===== src/rtl/sonic_responder_if.sv =====
// Trig/echo link between a ranging controller (master) and the sensor-side responder (slave).
interface sonic_responder_if;
   logic       trig;
   logic [8:0] distance_cm;
   logic       echo;
   logic       busy;
   logic       trig_err;

   modport master (
      output trig,
      output distance_cm,
      input  echo,
      input  busy,
      input  trig_err
   );

   modport slave (
      input  trig,
      input  distance_cm,
      output echo,
      output busy,
      output trig_err
   );
endinterface


===== src/rtl/sonic_responder.sv =====
// Ultrasonic range-sensor responder: answers a trig pulse with an echo whose width encodes distance_cm.
// Optional macro SONIC_TRIG_CHECK_EN enables the minimum trig width check and the trig_err pulse.
module sonic_responder #(
   parameter int CYCLES_PER_US = 50,
   parameter int US_PER_CM     = 58,
   parameter int MIN_TRIG_US   = 10,
   parameter int ECHO_DELAY_US = 200,
   parameter int MAX_DIST_CM   = 400,
   parameter int TIMEOUT_US    = 38000,
   parameter int HOLDOFF_US    = 1000
) (
   input  logic             clock,
   input  logic             reset,
   sonic_responder_if.slave bus
);

   localparam int               PRE_W    = (CYCLES_PER_US > 1) ? $clog2(CYCLES_PER_US) : 1;
   localparam logic [PRE_W-1:0] PRE_LAST = PRE_W'(CYCLES_PER_US - 1);
`ifdef SONIC_TRIG_CHECK_EN
   localparam bit CHECK_EN = 1'b1;
`else
   localparam bit CHECK_EN = 1'b0;
`endif

   typedef enum logic [2:0] {
      S_ARM,
      S_IDLE,
      S_TRIG_HI,
      S_DELAY,
      S_ECHO,
      S_HOLDOFF
   } state_t;

   state_t           r_state;
   logic             r_trig_m;
   logic             r_trig_s;
   logic [PRE_W-1:0] r_pre;
   logic [15:0]      r_us;
   logic [8:0]       r_dist_q;
   logic             r_echo;
   logic             r_busy;
   logic             r_trig_err;

   logic             w_tick;
   logic             w_done;
   logic             w_in_range;
   logic             w_trig_long;
   logic             w_trig_ok;
   logic [15:0]      w_us_next;
   logic [15:0]      w_width;
   logic [15:0]      w_target_m1;

   always_ff @(posedge clock or posedge reset) begin
      if (reset) begin
         r_trig_m <= 1'b0;
         r_trig_s <= 1'b0;
      end else begin
         r_trig_m <= bus.trig;
         r_trig_s <= r_trig_m;
      end
   end

   assign w_tick     = (r_pre == PRE_LAST);
   assign w_us_next  = (r_us == 16'hFFFF) ? r_us : r_us + 16'd1;
   assign w_in_range = (r_dist_q != 9'd0) && (32'(r_dist_q) <= MAX_DIST_CM);
   assign w_width    = w_in_range ? 16'(32'(r_dist_q) * US_PER_CM) : 16'(TIMEOUT_US);

   // The edge that sees trig_s fall still closes the last high cycle, so it is counted here.
   assign w_trig_long = (r_us >= 16'(MIN_TRIG_US)) ||
                        (w_tick && (r_us == 16'(MIN_TRIG_US - 1)));
   assign w_trig_ok   = !CHECK_EN || w_trig_long;

   always_comb begin
      w_target_m1 = 16'd0;
      case (r_state)
         S_DELAY:   w_target_m1 = 16'(ECHO_DELAY_US - 1);
         S_ECHO:    w_target_m1 = w_width - 16'd1;
         S_HOLDOFF: w_target_m1 = 16'(HOLDOFF_US - 1);
         default:   w_target_m1 = 16'd0;
      endcase
   end

   assign w_done = w_tick && (r_us == w_target_m1);

   // Every state transition clears the prescaler and the us counter.
   always_ff @(posedge clock or posedge reset) begin
      if (reset) begin
         r_state    <= S_ARM;
         r_pre      <= '0;
         r_us       <= 16'd0;
         r_dist_q   <= 9'd0;
         r_echo     <= 1'b0;
         r_busy     <= 1'b0;
         r_trig_err <= 1'b0;
      end else begin
         r_trig_err <= 1'b0;
         if (w_tick) begin
            r_pre <= '0;
            r_us  <= w_us_next;
         end else begin
            r_pre <= r_pre + 1'b1;
         end

         case (r_state)
            S_ARM: begin
               r_pre <= '0;
               r_us  <= 16'd0;
               if (!r_trig_s) r_state <= S_IDLE;
            end
            S_IDLE: begin
               r_pre <= '0;
               r_us  <= 16'd0;
               if (r_trig_s) r_state <= S_TRIG_HI;
            end
            S_TRIG_HI: begin
               if (!r_trig_s) begin
                  r_pre <= '0;
                  r_us  <= 16'd0;
                  if (w_trig_ok) begin
                     r_dist_q <= bus.distance_cm;
                     r_busy   <= 1'b1;
                     r_state  <= S_DELAY;
                  end else begin
                     r_trig_err <= CHECK_EN;
                     r_state    <= S_IDLE;
                  end
               end
            end
            S_DELAY: begin
               if (w_done) begin
                  r_pre   <= '0;
                  r_us    <= 16'd0;
                  r_echo  <= 1'b1;
                  r_state <= S_ECHO;
               end
            end
            S_ECHO: begin
               if (w_done) begin
                  r_pre   <= '0;
                  r_us    <= 16'd0;
                  r_echo  <= 1'b0;
                  r_state <= S_HOLDOFF;
               end
            end
            S_HOLDOFF: begin
               if (w_done) begin
                  r_pre   <= '0;
                  r_us    <= 16'd0;
                  r_busy  <= 1'b0;
                  r_state <= S_ARM;
               end
            end
            default: begin
               r_pre   <= '0;
               r_us    <= 16'd0;
               r_echo  <= 1'b0;
               r_busy  <= 1'b0;
               r_state <= S_ARM;
            end
         endcase
      end
   end

   assign bus.echo     = r_echo;
   assign bus.busy     = r_busy;
   assign bus.trig_err = r_trig_err;

endmodule


===== src/flat_wrapper.sv =====
// flat-port wrapper written by rule: the top's interface ports become plain ports
module sonic_responder_flat 
#(
   parameter int CYCLES_PER_US = 50,
   parameter int US_PER_CM     = 58,
   parameter int MIN_TRIG_US   = 10,
   parameter int ECHO_DELAY_US = 200,
   parameter int MAX_DIST_CM   = 400,
   parameter int TIMEOUT_US    = 38000,
   parameter int HOLDOFF_US    = 1000
)
  (clock, reset, bus_trig, bus_distance_cm, bus_echo, bus_busy, bus_trig_err);
  sonic_responder_if bus_i ();
  input  logic clock;
  input  logic reset;
  input wire logic [$bits(bus_i.trig)-1:0] bus_trig;
  input wire logic [$bits(bus_i.distance_cm)-1:0] bus_distance_cm;
  output wire logic [$bits(bus_i.echo)-1:0] bus_echo;
  output wire logic [$bits(bus_i.busy)-1:0] bus_busy;
  output wire logic [$bits(bus_i.trig_err)-1:0] bus_trig_err;
  assign bus_i.trig = bus_trig;
  assign bus_i.distance_cm = bus_distance_cm;
  assign bus_echo = bus_i.echo;
  assign bus_busy = bus_i.busy;
  assign bus_trig_err = bus_i.trig_err;
  sonic_responder #(.CYCLES_PER_US(CYCLES_PER_US), .US_PER_CM(US_PER_CM), .MIN_TRIG_US(MIN_TRIG_US), .ECHO_DELAY_US(ECHO_DELAY_US), .MAX_DIST_CM(MAX_DIST_CM), .TIMEOUT_US(TIMEOUT_US), .HOLDOFF_US(HOLDOFF_US)) u_core (.clock(clock), .reset(reset), .bus(bus_i));
endmodule

===== config.mk =====
export PLATFORM = sky130hd
export DESIGN_NAME = sonic_responder_flat
export DESIGN_NICKNAME = d
export VERILOG_FILES = /design/src/rtl/sonic_responder_if.sv /design/src/rtl/sonic_responder.sv /design/src/flat_wrapper.sv
export SDC_FILE = /design/constraint.sdc
export NUM_CORES = 1
export LEC_CHECK = 0
export BUFFER_PORTS_ARGS = -buffer_cell sky130_fd_sc_hd__buf_2
export CORE_ASPECT_RATIO = 0.5
export CORE_MARGIN = 2
export CORE_UTILIZATION = 60
export CTS_CLUSTER_SIZE = 25
export DETAILED_ROUTE_END_ITERATION = 12
export PLACE_DENSITY = 0.78
export SYNTH_ARGS = -nofsm -noshare
export SYNTH_HDL_FRONTEND = slang
export SYNTH_SLANG_ARGS = --single-unit
export TNS_END_PERCENT = 50

===== constraint.sdc =====
create_clock -name clock -period 6.95 [get_ports clock]
set_input_delay 0.695 -clock clock [delete_from_list [all_inputs] [get_ports clock]]
set_output_delay 0.695 -clock clock [all_outputs]
set_load 0.005 [all_outputs]

======== Yosys cells after proc, flatten, opt, wreduce, memory -nomap -nowiden ========
Cells that the tools add are included.
word-level totals
  flip-flop bits (word level) ............. 38
  bits in latches ......................... 0
  RAM bits ................................ 0
  bits in read-only memories .............. 0
  input port bits ......................... 12
  memories kept ........................... 0
operators by class
  add/subtract/negate cells ............... 3
  $mul .................................... 1
  div/mod/pow operators ................... 0
  order comparisons ....................... 1
  equality and inequality tests ........... 14
  shifts and indexed selects .............. 0
  mux-type cells .......................... 23
  bitwise operators ....................... 3
  reduce and logical (&&, ||, !) cells .... 11
operators by type and width
  cell                                                count
  2-to-1 mux 16 bit                                   5
  case mux 16 bit (3 select lines)                    1
  case mux 16 bit (2 select lines)                    1
  2-to-1 mux 3 bit                                    6
  2-to-1 mux 6 bit                                    3
  case mux 3 bit (6 select lines)                     1
  adder 16 x 1 -> 16 bit, second input constant       1
  == test 16 bit                                      1
  == test 16 bit, second input constant               1
  subtractor 16 x 1 -> 16 bit, second input constant  1
  multiplier 9 x 5 -> 14 bit, second input constant   1
  case mux 6 bit (2 select lines)                     1
  <= comparator 9 bit, second input constant          1
  nonzero test 9 bit                                  1
  != test 2 x 1 -> 1 bit, second input constant       4
  OR reduction 4 bit                                  2
  adder 6 x 1 -> 6 bit, second input constant         1
  == test 3 x 2 -> 1 bit, second input constant       2
  == test 3 bit, second input constant                2
  == test 6 bit, second input constant                1
  case mux 1 bit (3 select lines)                     2
  AND reduction 3 bit                                 2
  AND reduction 6 bit                                 1
  != test 2 bit, second input constant                2
  other kinds (7)                                     12

======== Longest topological paths before layout ========
Gate-level depths: netlist of run 1.
  depth in word-level cells ............... 9
  mapped depth ............................ 20
  gate-level depth less buffers ........... 18

======== Least setup slack after synthesis of run 1 ========
OpenSTA, ideal clock, no wires.
  kind .................................... register to register
  from .................................... register u_core.r_dist_q[6]
  to ...................................... register u_core.r_us[0]
  setup time .............................. 0.119 ns
  data arrival time ....................... 4.616 ns
  setup slack ............................. 2.215 ns
  stages on the path, launching flop included .. 20
  path buffers ............................ 2
  period minus slack after synthesis ...... 4.735 ns
  cell sequence ........................... dfrtp_1 inv_1 fa_1 inv_1 ha_1 fa_1 ha_1 buf_6 nor3b_1 a2111oi_2 o221ai_2 nor3_4 a22oi_1 a2111oi_0 nand3_1 nor4_4 o211ai_1 nand2_2 buf_6 nor2_2
on the way
  cells in the longest elaborated chain, start to end .. 9
RTL lines
  what                                                                                RTL line                                                                source
  start, declared                                                                     sonic_responder.sv:39                                                   logic [8:0] r_dist_q;
  start signal, assigned                                                              sonic_responder.sv:120                                                  r_dist_q <= bus.distance_cm;
  parallel branches: the longest is 2 deep, another holds multiplier 9 x 5 -> 14 bit  -
  2-to-1 mux 16 bit (*)                                                               sonic_responder.sv:66                                                   assign w_width = w_in_range ? 16'(32'(r_dist_q) * US_PER_CM) : 16'(TIMEOUT_US);
  subtractor 16 x 1 -> 16 bit (*)                                                     sonic_responder.sv:77                                                   S_ECHO: w_target_m1 = w_width - 16'd1;
  case mux 16 bit (3 select lines) (*)                                                sonic_responder.sv:75                                                   case (r_state)
  == test 16 bit (*)                                                                  sonic_responder.sv:83                                                   assign w_done = w_tick && (r_us == w_target_m1);
  logical AND 1 bit (*)                                                               sonic_responder.sv:83
  2-to-1 mux 16 bit (*)                                                               sonic_responder.sv:130, sonic_responder.sv:138, sonic_responder.sv:146
  case mux 16 bit (2 select lines) (*)                                                sonic_responder.sv:104                                                  case (r_state)
  end signal, assigned                                                                sonic_responder.sv:99                                                   r_us <= w_us_next;
  end, declared                                                                       sonic_responder.sv:38                                                   logic [15:0] r_us;
Mark *: on every way between the ends.
A chain may end at the register's enable or synchronous reset.

======== Worst setup path after layout of run 1 ========
  from .................................... register u_core.r_dist_q[0]
  to ...................................... register u_core.r_us[14]
The elaborated chain is that of the path after synthesis.

==> results of run 1 <==
-- through the flow --
step | utilization [%] | hold slack (ns) | setup slack, ns | instance area (um2) | cells
finish | 64.6 | 0.345 | 1.57 | 4240 | 564
global route | 64.6 | 0.365 | 1.21 | 4240 | 564
CTS | 64.6 | 0.348 | 1.57 | 4240 | 564
detailed placement | 62.5 | 0.337 | 1.61 | 4110 | 557
global placement | 62.5 | 0.336 | 1.70 | 4110 | 557
floorplan | - | 0.331 | 2.21 | 4020 | 472
-- kinds of logic after synthesis --
family / after synthesis / share of synthesized area, %
buf+inv: 54 / 5.64
fa+ha+maj: 54 / 19.2
other cells: 1 / 0.0933
compound gates: 100 / 18.3
mux: 7 / 1.81
flops: 38 / 23.7
xor+xnor: 27 / 6.07
simple gates: 191 / 25.2
-- flip-flops by register name, summed over array words and instances (netlist names) --
signal / cells
u_core.r_pre: 6
u_core.r_dist_q: 9
u_core.r_us: 16
u_core.bus.echo: 1
u_core.r_state: 3
u_core.r_trig_s: 1
u_core.bus.busy: 1
u_core.r_trig_m: 1
-- cell usage in the layout (no fill, tap or decap), drive strengths merged, types with 6 or more instances in the layout --
cell type | Yosys | routed
nand2 | 51 | 51
nor3 | 17 | 17
xnor2 | 13 | 13
nand4 | 13 | 13
and3 | 9 | 9
dfrtp | 38 | 38
o21ai | 26 | 26
inv | 32 | 32
nor2b | 6 | 6
xor2 | 14 | 14
a21oi | 14 | 14
nor2 | 45 | 45
ha | 41 | 41
nor3b | 11 | 11
nor4 | 6 | 6
a21o | 6 | 6
fa | 13 | 13
o211ai | 6 | 6
buf | 7 | 15
nand3 | 15 | 15
-- final cells by class --
type,count,area (um2)
well taps,92,115
inverters,32,120
fillers,602,2330
clock inverters,2,10.0
clock buffers,5,125
repair buffers,15,80.1
multi-input cells,380,2840
flip-flops and latches,38,951
-- final timing paths --
kind | to | slack (ns) | cells after the start
setup / recovery | u_core.r_us[14] | 1.57 | 18
hold / removal | u_core.r_trig_s | 0.35 | 0
setup reg to reg | u_core.r_us[14] | 1.57 | 18
hold reg to reg | u_core.r_trig_s | 0.35 | 0
max in group asynchronous | u_core.r_us[9] | 6.09 | 3
min in group asynchronous | u_core.r_pre[0] | 0.52 | 3
-- routing by layer --
layer	wire length (um)	vias to the layer above	share of wire [%]
li1	-	1689	-
met1	4310	1655	49
met2	3990	78	45
met3	335	16	3.8
met4	152	0	1.7
met5	0	-	0
==> reports/metrics.cfg, run 1 <==
[grt]
antenna_found_initial=0
grt_pass1_wl_um=14600
use_met3_pct=4.93
grtUsageMet1_pct=34.1
met2_usage_pct=42.0
gr-total-overflow=0
grt_max_degree=39
grt_util_all_layers_pct=25.0
grt_pass1_vias=3063
grt.busiest_layer=met2

[synthesis]
synth_edf_count=0
syn_avg_cell_area_um2=8.51
syn_area_um2=4020
synth_common_cells=nand2_1 (50), ha_1 (41), dfrtp_1 (38)
syn_inst=472
ys_seq_area_share_pct=23.7
synth_cell_types=75
synth_warnings=0
synth.top_cell.area_share_pct=23.7
synth_area_leaders=dfrtp_1 (24%), ha_1 (13%), fa_1 (6.5%), nand2_1 (4.7%), nor2_1 (3.3%)
synth.ff_latch_count=38
synth_ff_type=dfrtp_1
synth_largest_area_cell=dfrtp_1
synth.net_count=538
ys_async_sr_fraction_pct=100
yosysMostFrequentCell=nand2_1

[clock_tree]
cts_tree=built
cts_buffers=5
clock_path_buffers=2
cts_resized=0
clkSinkCount=38
cts_setup_buffers=0
clk_pin_slew_worst_paths_ns=0.06
cts_root_buf=clkbuf_16
cts_max_level=2
clock_latency_ns=0.28
cts-hold-fix-buffers=0

[layout]
antenna_cells=0
final_nets=538
area_delta_synth_final_pct=5.57
drive_gt1_share_pct=11.0

[floorplan]
die_w_um=120
core_area_um2=6570
design.portCount=15
rows=21
die_h_um=61.9
dieArea_um2=7410
start_util_pct=61.2

[hold_path]
hold_start=u_core.r_trig_m
worstHoldPathType=flop to flop

[sta]
worst_slew_pin_slew_ns=0.905
rsz0062_at_grt=false
hold_viol=0
relSlewSlack_pct=39.5
drv_slew=0
setup_violations=0
finClkSkew_ns=0.00430
setup-tns-final_ns=0
fin_crit_ns=5.38
max_freq_ghz=0.186
period_share_pct=77.4

[detailed_routing]
ant_nets=0
first_pass_iters=5
drc_errors=0
drtIter0Drc=306
vias=3438
post_drt_wl_per_cell_um=15.6
totalWireLength_um=8790
via_per_inst=6.10

[setup_path]
crit_top_cell=inv_1
path_cells=inv_1 -> fa_1 -> inv_1 -> ha_1 -> ha_1 -> inv_1 -> fa_1 -> nor3b_1 -> and3_2 -> nor2_1 -> nor4b_1 -> or4_1 -> nor4_1 -> nand4_1 -> nor4_4 -> o211ai_1 -> nand2_2 -> nor3_1
crit_slowest_cell=fa_1
cp_top_family=simple AND/OR/NAND/NOR gates
critPathLaunch=u_core.r_dist_q[0]
endpoint_kind=flop
critical_path_buf_inv_count=3
reg2reg_from=u_core.r_dist_q[0]
start_kind=flop
slowest_delay_ns=0.58
critical_path.max_fanout=16
required_ns=7.10
cp.arrival_ns=5.52
crit_type=flop to flop

[placement]
finalWeightedCongestion=0.914
portBuffers=13
hpwlAfterDp_um=6660

[run_status]
status=finished, final reports clean

[run]
maxCapViolCount=0

Power of run 1 is left out: the tool's default activity adds up to more than one toggle a clock period on the data nets, which glitch-free logic cannot reach.
==> run 2: changes to the inputs <==
- clock period: 6.95 -> 5.28 ns (I/O delays scaled with it)
==> reports/metrics.cfg, run 2 (same netlist as run 1, synthesis figures left out) <==
[detailed_routing]
totalWireLength_um=9330  ; was 8790 um
first_pass_iters=5  ; unchanged
post_drt_wl_per_cell_um=16.2  ; was 15.6 um
vias=3558  ; was 3438
via_per_inst=6.19  ; was 6.10
drc_errors=0  ; unchanged
ant_nets=0  ; unchanged
drtIter0Drc=343  ; was 306

[layout]
largest_reg_flops=16  ; unchanged
antenna_cells=0  ; unchanged
fillers=534  ; was 602
area_delta_synth_final_pct=10.8  ; was 5.57%
final_nets=548  ; was 538
regMostFlops=u_core.r_us  ; unchanged
largest_registers=u_core.r_us: 16 flops, u_core.r_dist_q: 9 flops, u_core.r_pre: 6 flops  ; unchanged
ff_latch_area_um2=952  ; was 951 um2
drive_gt1_share_pct=14.7  ; was 11.0%
layout_commonest_cell=nand2_1  ; unchanged
mostFrequentLayoutCells=nand2_1 (50), ha_1 (41), dfrtp_1 (37)  ; was nand2_1 (50), ha_1 (41), dfrtp_1 (38)
multiInputGateArea_um2=2900  ; was 2840 um2

[grt]
use_met3_pct=4.84  ; was 4.93%
gr-total-overflow=0  ; unchanged
grt_max_degree=39  ; unchanged
grt_pass1_wl_um=15400  ; was 14600 um
grtUsageMet1_pct=34.1  ; about the same
antenna_found_initial=0  ; unchanged
grt_util_all_layers_pct=26.5  ; was 25.0%
grt_pass1_vias=3302  ; was 3063
grt.busiest_layer=met2  ; unchanged
met2_usage_pct=47.0  ; was 42.0%

[setup_path]
crit_type=flop to flop  ; unchanged
start_kind=flop  ; unchanged
cp.arrival_ns=5.25  ; was 5.52 ns
endpoint_kind=flop  ; unchanged
required_ns=5.47  ; was 7.10 ns
critical_path.max_fanout=16  ; unchanged

[sta]
relSlewSlack_pct=53.9  ; was 39.5%
fin_crit_ns=5.06  ; was 5.38 ns
hold_viol=0  ; unchanged
period_share_pct=95.9  ; was 77.4%
finClkSkew_ns=0.00374  ; was 0.00430 ns
max_freq_ghz=0.197  ; was 0.186 GHz
drv_slew=0  ; unchanged
holdWs_ns=0.341  ; was 0.345 ns
worst_slew_pin_slew_ns=0.686  ; was 0.905 ns
setup_violations=0  ; unchanged

[floorplan]
dieArea_um2=7410  ; unchanged
core_area_um2=6570  ; unchanged
rows=21  ; unchanged
design.portCount=15  ; unchanged
die_w_um=120  ; unchanged
die_h_um=61.9  ; unchanged
start_util_pct=61.2  ; unchanged

[clock_tree]
cts_root_buf=clkbuf_16  ; unchanged
cts_max_level=2  ; unchanged
clk_pin_slew_worst_paths_ns=0.06  ; about the same
cts-hold-fix-buffers=0  ; unchanged
clock_path_buffers=2  ; unchanged
clock_latency_ns=0.29  ; was 0.28 ns
clkSinkCount=38  ; unchanged
cts_tree=built  ; unchanged
cts_buffers=5  ; unchanged

[placement]
portBuffers=13  ; unchanged
finalWeightedCongestion=0.918  ; was 0.914
hpwlAfterDp_um=6640  ; was 6660 um

[hold_path]
worstHoldPathType=input port to asynchronous set/reset pin  ; was flop to flop

[run]
maxCapViolCount=0  ; unchanged

[run_status]
status=finished, final reports clean  ; unchanged

==> run 2: cell type report <==
type,count,share of cell area [%]
clock buffers,6,3.12
clock inverters,2,1.35
inverters,32,2.70
multi-input cells,380,65.1
flip-flops and latches,38,21.4
well taps,92,2.59
repair buffers,25,3.77
==> run 2: final timing paths <==
path                                     from            endpoint  slack [ns]  cells past startpoint
max                        u_core.r_dist_q[4]     u_core.r_us[13]        0.22                     19
min                                     reset     u_core.r_trig_m        0.34                      3
max reg2reg                u_core.r_dist_q[4]     u_core.r_us[13]        0.22                     19
min reg2reg                   u_core.r_trig_m     u_core.r_trig_s        0.35                      0
max in group asynchronous               reset  u_core.r_dist_q[0]        4.58                      3
min in group clock                   bus_trig     u_core.r_trig_m        0.34                      1
==> run 2: repair_timing <==
action,4_1_cts,5_1_grt
setup endpoints to repair,0,21
gates resized for setup,0,12
setup buffers,0,4
==> run 2: routing by layer <==
layer / wire length, um / up-vias / share of wire (%)
li1: - / 1711 / -
met1: 4290 / 1694 / 46
met2: 4280 / 125 / 46
met3: 535 / 28 / 5.7
met4: 225 / 0 / 2.4
met5: 0 / - / 0
==> run 2: metrics by stage <==
stage | instance area, um2 | cells | util (%) | setup TNS (ns) | setup slack, ns
2_1_floorplan | 4020 | 472 | - | 0 | 0.545
3_3_place_gp | 4170 | 563 | 63.4 | 0 | 0.120
3_5_place_dp | 4170 | 563 | 63.4 | 0 | 0.0529
4_1_cts | 4360 | 571 | 66.4 | 0 | 0.00848
5_1_grt | 4450 | 575 | 67.8 | -0.0411 | -0.0150
6_report | 4450 | 575 | 67.8 | 0 | 0.216
==> run 2: worst max-delay path, cell delays in order, from the launching register on <==
cell	delay (ns)
dfrtp_1	0.41
inv_1	0.16
fa_1	0.56
inv_1	0.04
ha_1	0.30
fa_1	0.47
ha_1	0.42
nor2b_1	0.18
a221oi_2	0.37
o311ai_4	0.22
nor3_4	0.28
buf_4	0.16
nand4_1	0.10
nor3b_2	0.27
mux2i_2	0.33
nor4_4	0.09
o211ai_1	0.11
nand2_2	0.10
buf_12	0.18
a311oi_1	0.20
Power of run 2 is left out for the same reason.
==> run 3: changes to the inputs <==
- CORE_UTILIZATION: 60 -> 45
- GPL_ROUTABILITY_DRIVEN: default -> 0
- PLACE_DENSITY: 0.78 -> 0.61
- clock period: 5.28 -> 5.5 ns (I/O delays scaled with it)
==> reports/metrics.cfg, run 3 (same netlist as run 1, synthesis figures left out) <==
[run_status]
status=finished, final reports clean  ; unchanged

[grt]
antenna_found_initial=0  ; unchanged
grt_max_degree=39  ; unchanged
grt_pass1_wl_um=15400  ; about the same
gr-total-overflow=0  ; unchanged
grt_pass1_vias=3216  ; was 3302
grt_util_all_layers_pct=20.3  ; was 26.5%

[layout]
layout_commonest_cell=nand2_1  ; unchanged
area_delta_synth_final_pct=9.06  ; was 10.8%
largest_reg_flops=16  ; unchanged
final_util_pct=50.5  ; was 67.8%
mostFrequentLayoutCells=nand2_1 (50), ha_1 (41), dfrtp_1 (38)  ; was nand2_1 (50), ha_1 (41), dfrtp_1 (37)
largest_registers=u_core.r_us: 16 flops, u_core.r_dist_q: 9 flops, u_core.r_pre: 6 flops  ; unchanged
final_cells=597  ; was 575
drive_gt1_share_pct=12.9  ; was 14.7%
regMostFlops=u_core.r_us  ; unchanged
final_nets=546  ; was 548
antenna_cells=0  ; unchanged

[setup_path]
crit_slowest_cell=fa_1  ; unchanged
cp_top_family=simple AND/OR/NAND/NOR gates  ; was adder cells
worst-r2r-cell-count=17  ; was 19
cp.depth=17  ; was 19
endpoint_kind=flop  ; unchanged
path_cells=inv_1 -> fa_1 -> inv_1 -> ha_1 -> fa_1 -> ha_1 -> xor2_1 -> and3_2 -> nor2_1 -> nor4b_1 -> or4_1 -> nor4_1 -> nand4_1 -> nor4_4 -> o211ai_1 -> nand2_2 -> nor2_2  ; was inv_1 -> fa_1 -> inv_1 -> ha_1 -> fa_1 -> ha_1 -> nor2b_1 -> a221oi_2 -> o311ai_4 -> nor3_4 -> buf_4 -> nand4_1 -> nor3b_2 -> mux2i_2 -> nor4_4 -> o211ai_1 -> nand2_2 -> buf_12 -> a311oi_1
critical_path.max_fanout=8  ; was 16
slowest_delay_ns=0.55  ; was 0.56 ns
required_ns=5.67  ; was 5.47 ns
crit_type=flop to flop  ; unchanged
critical_path_buf_inv_count=2  ; was 4
cp.arrival_ns=5.41  ; was 5.25 ns
start_kind=flop  ; unchanged

[sta]
setup-tns-final_ns=0  ; unchanged
finClkSkew_ns=0.00783  ; was 0.00374 ns
period_share_pct=95.3  ; was 95.9%
rsz0062_at_grt=false
relSlewSlack_pct=41.1  ; was 53.9%
timing.final.ws_setup_ns=0.256  ; was 0.216 ns
drv_slew=0  ; unchanged
fin_crit_ns=5.24  ; was 5.06 ns
worst_slew_pin_slew_ns=0.874  ; was 0.686 ns
max_freq_ghz=0.191  ; was 0.197 GHz
setup_violations=0  ; unchanged
hold_viol=0  ; unchanged

[detailed_routing]
drtIter0Drc=262  ; was 343
via_per_inst=5.62  ; was 6.19
ant_nets=0  ; unchanged
totalWireLength_um=9080  ; was 9330 um
post_drt_wl_per_cell_um=15.2  ; was 16.2 um
drc_errors=0  ; unchanged
first_pass_iters=5  ; unchanged
vias=3355  ; was 3558

[hold_path]
worstHoldPathType=flop to flop  ; was input port to asynchronous set/reset pin
hold_depth=0

[clock_tree]
clock_latency_ns=0.29  ; about the same
clkSinkCount=38  ; unchanged
cts_root_buf=clkbuf_16  ; unchanged
cts_buffers=5  ; unchanged
cts-hold-fix-buffers=0  ; unchanged
cts_tree=built  ; unchanged
cts_max_level=2  ; unchanged
clk_pin_slew_worst_paths_ns=0.06  ; about the same
clock_path_buffers=2  ; unchanged

[floorplan]
die_w_um=138  ; was 120 um
rows=24  ; was 21
design.portCount=15  ; unchanged
start_util_pct=46.3  ; was 61.2%
die_h_um=70.8  ; was 61.9 um
core_area_um2=8680  ; was 6570 um2
dieArea_um2=9750  ; was 7410 um2

[placement]
hpwlAfterDp_um=6850  ; was 6640 um
pre_cts_slack_ns=0.170  ; was 0.0529 ns
portBuffers=13  ; unchanged
dp_cells=584  ; was 563

[run]
maxCapViolCount=0  ; unchanged

run 3: cell count changes in the layout (fill, tap and decap cells not counted), sizes merged:
| cell | delta |
|---|---|
| buf | -3 |
| bufinv | -1 |
| nand2 | +1 |
run 3: metrics by stage:
| step | hold slack, ns | cell area, um2 |
|---|---|---|
| finish | 0.349 | 4380 |
| floorplan | 0.331 | 4020 |
| CTS | 0.352 | 4320 |
| detailed placement | 0.339 | 4150 |
| global placement | 0.335 | 4150 |
| global route | 0.354 | 4380 |
run 3: repair_timing:
| action | in CTS | in global routing |
|---|---|---|
| endpoints found under the setup margin | 0 | 21 |
| buffers inserted | 0 | 5 |
| gates resized for setup | 0 | 4 |
run 3: path summary, 6_finish.rpt:
path,from,endpoint,slack (ns)
min in group asynchronous,reset,u_core.r_state[2],0.36
setup / recovery,u_core.r_dist_q[1],u_core.r_us[7],0.26
hold reg to reg,u_core.r_trig_m,u_core.r_trig_s,0.35
setup reg to reg,u_core.r_dist_q[1],u_core.r_us[7],0.26
max in group asynchronous,reset,u_core.r_us[6],4.80
hold / removal,u_core.r_trig_m,u_core.r_trig_s,0.35
run 3: area by class of cell:
cell class,count,area (um2)
Fill cell,819,4300
Clock inverter,1,30.0
Multi-Input combinational cell,381,2860
Clock buffer,6,139
Inverter,32,120
Tap cell,117,146
Timing Repair Buffer,22,133
Sequential cell,38,951
run 3: routing by layer:
| metal | track usage [%] | vias to the layer above | routed length, um |
|---|---|---|---|
| li1 | - | 1712 | - |
| met1 | 28.8 | 1554 | 4760 |
| met2 | 30.6 | 73 | 3740 |
| met3 | 4.80 | 16 | 375 |
| met4 | 6.76 | 0 | 204 |
| met5 | 0 | - | 0 |
Power of run 3 is left out for the same reason.
